$ cat config.mk
export PLATFORM = sky130hd
export DESIGN_NAME = note_tone_gen
export DESIGN_NICKNAME = d
export VERILOG_FILES = /design/src/rtl/note_pkg.sv /design/src/rtl/onehot_prio_enc.sv /design/src/rtl/note_tone_gen.sv
export SDC_FILE = /design/constraint.sdc
export NUM_CORES = 1
export LEC_CHECK = 0
export CAP_MARGIN = 20
export CORE_ASPECT_RATIO = 0.75
export CORE_MARGIN = 8
export CORE_UTILIZATION = 49
export CTS_CLUSTER_DIAMETER = 150
export DETAILED_ROUTE_END_ITERATION = 10
export DONT_BUFFER_PORTS = 1
export GPL_ROUTABILITY_DRIVEN = 1
export PLACE_DENSITY_LB_ADDON = 0.15
export SETUP_SLACK_MARGIN = 0.3
export SYNTH_ARGS = -nofsm -noshare
export SYNTH_HDL_FRONTEND = slang
export SYNTH_SLANG_ARGS = --single-unit
$ cat constraint.sdc
create_clock -name clk -period 6.77 [get_ports clk]
set_clock_uncertainty 0.1 [all_clocks]
set_input_delay 1.354 -clock clk [delete_from_list [all_inputs] [get_ports clk]]
set_output_delay 1.354 -clock clk [all_outputs]
set_load 0.02 [all_outputs]
$ cat src/rtl/note_pkg.sv
// Shared definitions for the note tone generator: note indices, half-period
// table and FSM state type.
package note_pkg;

  localparam int unsigned NOTE_W    = 3;
  localparam int unsigned NUM_NOTES = 8;

  // Indices follow the decoder bit order of note_en.
  localparam logic [NOTE_W-1:0] NOTE_G6 = 3'd0;
  localparam logic [NOTE_W-1:0] NOTE_F6 = 3'd1;
  localparam logic [NOTE_W-1:0] NOTE_D6 = 3'd2;
  localparam logic [NOTE_W-1:0] NOTE_B7 = 3'd3;
  localparam logic [NOTE_W-1:0] NOTE_C6 = 3'd4;
  localparam logic [NOTE_W-1:0] NOTE_A7 = 3'd5;
  localparam logic [NOTE_W-1:0] NOTE_E6 = 3'd6;
  localparam logic [NOTE_W-1:0] NOTE_C7 = 3'd7;

  // Table is valid for a 1 MHz system clock.
  localparam int unsigned HALF_CLK_HZ = 1000000;
  localparam int unsigned HALF_MAX    = 478;

  typedef enum logic {
    IDLE = 1'b0,
    PLAY = 1'b1
  } state_e;

  // Half-period in clock cycles, round(CLK_HZ / (2 * f_note)).
  function automatic int unsigned half_period(input logic [NOTE_W-1:0] idx);
    int unsigned hp;
    case (idx)
      NOTE_G6: hp = 319;
      NOTE_F6: hp = 358;
      NOTE_D6: hp = 426;
      NOTE_B7: hp = 127;
      NOTE_C6: hp = 478;
      NOTE_A7: hp = 142;
      NOTE_E6: hp = 379;
      NOTE_C7: hp = 239;
      default: hp = 478;
    endcase
    return hp;
  endfunction

endpackage

$ cat src/rtl/onehot_prio_enc.sv
// Priority encoder for the note select lines: lowest set bit wins, and
// multi flags more than one bit set.
module onehot_prio_enc
  import note_pkg::*;
(
  input  logic [NUM_NOTES-1:0] onehot,
  output logic [NOTE_W-1:0]    idx,
  output logic                 vld,
  output logic                 multi
);

  always_comb begin
    idx   = '0;
    vld   = 1'b0;
    // Descending scan so the lowest set index is the last one written.
    for (int i = NUM_NOTES - 1; i >= 0; i--) begin
      if (onehot[i]) begin
        idx = NOTE_W'(i);
        vld = 1'b1;
      end
    end
    multi = ($countones(onehot) > 1);
  end

endmodule

$ cat src/rtl/note_tone_gen.sv
// Turns the one-hot note select into a square wave, switching notes only on
// half-period boundaries so the buzzer never sees a runt pulse.
module note_tone_gen
  import note_pkg::*;
#(
  parameter int unsigned CLK_HZ = 1000000,
  parameter int unsigned CNT_W  = 9
) (
  input  logic                 clk,
  input  logic                 rst_n,
  input  logic [NUM_NOTES-1:0] note_en,
  input  logic                 mute,
  output logic                 tone,
  output logic                 playing,
  output logic [NOTE_W-1:0]    cur_note,
  output logic                 multi_hot
);

  if (HALF_MAX - 1 >= (1 << CNT_W)) begin : g_cnt_w_chk
    $error("CNT_W too narrow for the largest half-period");
  end

  if (CLK_HZ != HALF_CLK_HZ) begin : g_clk_chk
    $error("half-period table assumes a 1 MHz clock");
  end

  state_e               state_q, state_d;
  logic [NUM_NOTES-1:0] note_q, note_d;
  logic [CNT_W-1:0]     cnt_q, cnt_d;
  logic                 tone_q, tone_d;
  logic                 playing_q, playing_d;
  logic [NOTE_W-1:0]    cur_note_q, cur_note_d;
  logic                 multi_hot_q, multi_hot_d;

  logic [NOTE_W-1:0]    sel_idx;
  logic                 sel_vld;
  logic                 sel_multi;
  logic [CNT_W-1:0]     sel_load;

  onehot_prio_enc u_enc (
    .onehot (note_q),
    .idx    (sel_idx),
    .vld    (sel_vld),
    .multi  (sel_multi)
  );

  assign sel_load = CNT_W'(half_period(sel_idx) - 1);

  always_comb begin
    state_d     = state_q;
    cnt_d       = cnt_q;
    tone_d      = tone_q;
    playing_d   = playing_q;
    cur_note_d  = cur_note_q;
    note_d      = note_en;
    multi_hot_d = sel_multi;

    if (mute) begin
      state_d    = IDLE;
      tone_d     = 1'b0;
      playing_d  = 1'b0;
      cnt_d      = '0;
      cur_note_d = '0;
    end else begin
      case (state_q)
        IDLE: begin
          tone_d     = 1'b0;
          playing_d  = 1'b0;
          cur_note_d = '0;
          if (sel_vld) begin
            state_d    = PLAY;
            tone_d     = 1'b1;
            playing_d  = 1'b1;
            cnt_d      = sel_load;
            cur_note_d = sel_idx;
          end
        end
        PLAY: begin
          if (cnt_q != '0) begin
            cnt_d = cnt_q - CNT_W'(1);
          end else if (sel_vld) begin
            // Half-period expiry: the only point a new note is adopted.
            tone_d     = ~tone_q;
            cnt_d      = sel_load;
            cur_note_d = sel_idx;
          end else begin
            state_d    = IDLE;
            tone_d     = 1'b0;
            playing_d  = 1'b0;
            cur_note_d = '0;
          end
        end
        default: begin
          state_d    = IDLE;
          tone_d     = 1'b0;
          playing_d  = 1'b0;
          cnt_d      = '0;
          cur_note_d = '0;
        end
      endcase
    end
  end

  always_ff @(posedge clk) begin
    if (!rst_n) begin
      state_q     <= IDLE;
      note_q      <= '0;
      cnt_q       <= '0;
      tone_q      <= 1'b0;
      playing_q   <= 1'b0;
      cur_note_q  <= '0;
      multi_hot_q <= 1'b0;
    end else begin
      state_q     <= state_d;
      note_q      <= note_d;
      cnt_q       <= cnt_d;
      tone_q      <= tone_d;
      playing_q   <= playing_d;
      cur_note_q  <= cur_note_d;
      multi_hot_q <= multi_hot_d;
    end
  end

  assign tone      = tone_q;
  assign playing   = playing_q;
  assign cur_note  = cur_note_q;
  assign multi_hot = multi_hot_q;

endmodule

# After elaboration in Yosys (flattened, before gate mapping)
# Memory sizes are Yosys's and may differ from the RTL's.
# Index checks and enable logic that the tools add are counted.
# word_totals
mem_bits_ro,64
wordCells,57
memories,1
regBits,24
inputBits,11
# mem_list
memory,depth,word_bits,rd,rd_clocked_by_memory_dff,write_ports,line,source
(name not given),8,8,1,0,0,note_pkg.sv:30,case (idx)
# op_classes
n_mux,31
order_cmp,1
bitwise,3
n_addsub,9
eq_ne,2
reduce_logical,3
# ops
cell,count
$add 32x32->32,3
$gt 32x2->1 const B,1
$mux 3,10
$mux 9,2
$pmux 9 s2,1
$sub 9x1->9 const B,2
$mux 1,14
$reduce_bool 9->1,1
$add 1x1->2,4
$pmux 1 s2,3
$pmux 3 s2,1
$ne 2x2->1 const B,2
$not 1->1,3
$reduce_and 2->1,1
$reduce_or 2->1,1

# Depth between registers and ports, before layout
# An unclocked memory read counts as a cell.
# depth
word_depth,13
depth_mapped,9

# By module
# From an unflattened synthesis, not the netlist that was laid out.
# unflattened
cells_unflattened,158
hier_area_um2,1380.1
# modules_own_cells
mod,area_per_inst_um2,cells_per_inst,seq_area_each_um2,n_inst
note_tone_gen,1119.8,126,480.5,1
onehot_prio_enc,260.2,32,0.0,1

# Worst setup path after synthesis
# Ideal clock, no wire load.
# synth_timing
kind,register to register
startpoint,reg note_q[0]
endpoint,"reg multi_hot_q, in the netlist multi_hot"
synth_period_minus_slack_ns,2.498
setup_ns,0.121
path_buffers,0
required_time_ns,6.549
stages_incl_launch_ff,8
arrival_time_ns,2.276
path_slack_ns,4.272
path_cell_list,dfxtp_1 ha_1 fa_1 fa_1 ha_1 inv_1 fa_1 a31oi_1
# synth_via
elab_chain_len,4
# synth_lines
item,line,source
from (decl),note_tone_gen.sv:28,"logic [NUM_NOTES-1:0] note_q, note_d;"
from (signal assigned),note_tone_gen.sv:115,note_q <= note_d;
$add 1x1->2 (implied by the code),onehot_prio_enc.sv:22,multi = ($countones(onehot) > 1);
$add 32x32->32 (implied by the code) (2 in series),onehot_prio_enc.sv:22,
$gt 32x2->1,onehot_prio_enc.sv:22,
to (signal assigned),note_tone_gen.sv:120,multi_hot_q <= multi_hot_d;
to (decl),note_tone_gen.sv:33,"logic multi_hot_q, multi_hot_d;"
# No other way between the ends.
# A chain may end at the register's enable or synchronous reset.

# Worst setup path after layout
# layout_timing
startpoint,reg note_q[1]
endpoint,"reg multi_hot_q, in the netlist multi_hot"
# The elaborated chain is that of the path after synthesis.

==> results.cfg <==
[run_status]
status = finished, final reports clean

[routing]
via_per_inst = 5.64
drtPass1Iterations = 4
vias = 1112
antenna_left = 0
wl_um = 3030
drt_iter0_markers = 97
drc = 0
post_drt_wl_per_cell_um = 15.4

[setup_path]
arrival_ns = 2.71
endpoint_kind = flip-flop
cp.required_ns = 6.87
reg2reg_from = note_q[1]
path_class = flip-flop to flip-flop
critPathLaunch = note_q[1]
crit_fanout = 6
start_kind = flip-flop

[floorplanning]
io_pins = 17
design.core.area_sq_um = 2850
rows = 17
dieArea_sq_um = 4920
die_width_um = 78.4
start_util_pct = 50.1
die_y_um = 62.8

[clocking]
worst_skew_pair.late_latency_ns = 0.27
clock_path_buffers = 2
cts_setup_buffers = 0
clk_pin_slew_ns = 0.09
cts_hold_buf = 0
clkSinkCount = 24
tritoncts = yes
cts_buffers = 3
clock-root-buffer = clkbuf_8
ctsResizeCount = 0
h-tree-depth = 1

[global_routing]
grt_pass1_vias = 1038
grt_use_met3_pct = 4.74
globalRouteMet2Util_pct = 17.5
grt-busiest-layer = met1
grt_overflow = 0
grt_pass1_wl_um = 5090
grtUsageTotal_pct = 12.7
grt_max_degree = 15
grtUsageMet1_pct = 17.9
antenna_found_initial = 0

[power]
p_per_area_nw_per_um2 = 245
leakage_uw = 0.000639
p_total_uw = 375
irDropWorstVdd_uv = 162

[sta]
maxSlewViolCount = 0
tightest_slew_ns = 0.831
rsz0062_at_grt = false
hold_viol = 0
fin_crit_sh_pct = 38.5
relSlewSlack_pct = 44.2
tns_ns = 0
fin_crit_ns = 2.61
setup_viol = 0
max_freq_mhz = 384

[finish]
seq_area_sq_um = 480
antenna_cells = 0
fin_cells = 197
multi_input_area_sq_um = 850
fillers = 267
drive_gt1_share_pct = 7.55
post-route-util_pct = 53.6
area_growth_pct = 6.92
finalNetCount = 189

[placed_design]
dp_cells = 192
place_hpwl_um = 2260
numPortBuffers = 0
gp_congestion = 0.846

[logic_synthesis]
synth_nets = 188
syn_inst = 159
synth_ff_type = dfxtp_1
synth_area_per_cell_sq_um = 8.99
synthMuxAreaShare_pct = 1.49
yosys.area_share.simple_pct = 20.5
synth_edf_count = 0
synth-seq-area-share_pct = 33.6
async_reset_ff_share_pct = 0
synthAdderAreaFrac_pct = 17.9
synth-xor-area-share_pct = 1.84
ys_types = 46
synth-seq-cells = 24
synth_top_family_by_area = simple AND/OR/NAND/NOR gates
synth_compound_area_share_pct = 17.8
syn_area_sq_um = 1430
yosysWarnings = 0

[hold_path]
hold_start = cnt_q[0]
min_path_type = flip-flop to flip-flop

[job]
drv_cap = 0
[area by class of cell]
class | instances | share of cell area [%]
clock inverter | 1 | 1.97
inverter | 19 | 4.67
tap | 38 | 3.11
sequential | 24 | 31.4
timing repair buffer | 1 | 0.491
clock buffer | 3 | 2.70
multi-input combinational | 111 | 55.6
[power by group]
| group | switching [uW] | internal, uW | total, uW |
|---|---|---|---|
| clock | 46.2 | 79.0 | 125 |
| combinational | 45.7 | 35.5 | 81.2 |
| sequential | 16.2 | 152 | 168 |
[per-layer routing]
| layer | up-vias | wire, um |
|---|---|---|
| met3 | 4 | 195 |
| met2 | 27 | 1260 |
| li1 | 551 | - |
| met1 | 530 | 1540 |
| met4 | 0 | 27 |
| met5 | - | 0 |
[path summary, 6_finish.rpt]
path	endpoint	cells past startpoint	slack [ns]
max	multi_hot	9	4.16
min	cnt_q[0]	2	0.40
max reg2reg	multi_hot	9	4.16
min reg2reg	cnt_q[0]	2	0.40
[layout by cell type (no fill, tap or decap), types with 2 or more instances in the layout]
| cell | Yosys | routed |
|---|---|---|
| dfxtp_1 | 24 | 24 |
| inv_1 | 19 | 19 |
| ha_1 | 14 | 14 |
| nand2_1 | 13 | 13 |
| and2_1 | 8 | 8 |
| nand3_1 | 8 | 8 |
| nor2_1 | 7 | 7 |
| a21oi_1 | 7 | 7 |
| o21ai_0 | 6 | 6 |
| nor3_1 | 5 | 5 |
| fa_1 | 4 | 4 |
| clkbuf_8 | 0 | 3 |
| o31a_1 | 2 | 2 |
| or2_2 | 2 | 2 |
| nand2b_1 | 2 | 2 |
| a31oi_1 | 2 | 2 |
| xor2_1 | 2 | 2 |
| o21a_1 | 2 | 2 |
| a221oi_1 | 2 | 2 |
| a211oi_1 | 2 | 2 |
[state kept, by name, indices dropped and copies added (netlist names)]
| signal | count |
|---|---|
| playing | 1 |
| cnt_q | 9 |
| state_q | 1 |
| tone | 1 |
| note_q | 8 |
| cur_note | 3 |
| multi_hot | 1 |
[through the flow]
stage / area [sq um] / setup WS [ns] / hold slack [ns]
4_1_cts: 1520 / 4.08 / 0.403
6_report: 1530 / 4.16 / 0.404
5_1_grt: 1530 / 4.06 / 0.435
2_1_floorplan: 1430 / 4.27 / 0.363
3_3_place_gp: 1450 / 4.20 / 0.378
3_5_place_dp: 1450 / 4.08 / 0.387
[critical path, stage by stage (launching register included)]
cell and delay (ns):
dfxtp_1 0.37, ha_1 0.31, inv_1 0.05, fa_1 0.40
inv_1 0.08, fa_1 0.42, ha_1 0.21, inv_1 0.06
fa_1 0.40, a31oi_1 0.13
[logic make-up after synthesis]
kind of cell,Yosys count
flip-flops,24
multiplexers,2
AO/OA/AOI/OAI,34
AND/OR/NAND/NOR,54
buffers and inverters,24
XOR/XNOR,3
adder cells (fa/ha/maj),18
[cells in the mapped netlist (all sizes together) (2+ instances only)]
cell    number  share of area, %
a211oi       2               1.1
a21oi        7               2.5
a221oi       2               1.2
a31oi        3               1.8
and2         8               3.5
buf          3               1.4
clkbuf       2              0.53
dfxtp       24                34
fa           4               5.6
ha          14                12
inv         19               5.0
nand2       13               3.4
nand2b       2              0.88
nand3        8               2.8
nor2         7               1.8
nor3         5               1.8
o21a         2               1.1
o21ai        6               2.1
o31a         2               1.2
or2          2              0.88
xor2         2               1.2
Power figures use the tool's default switching activity.
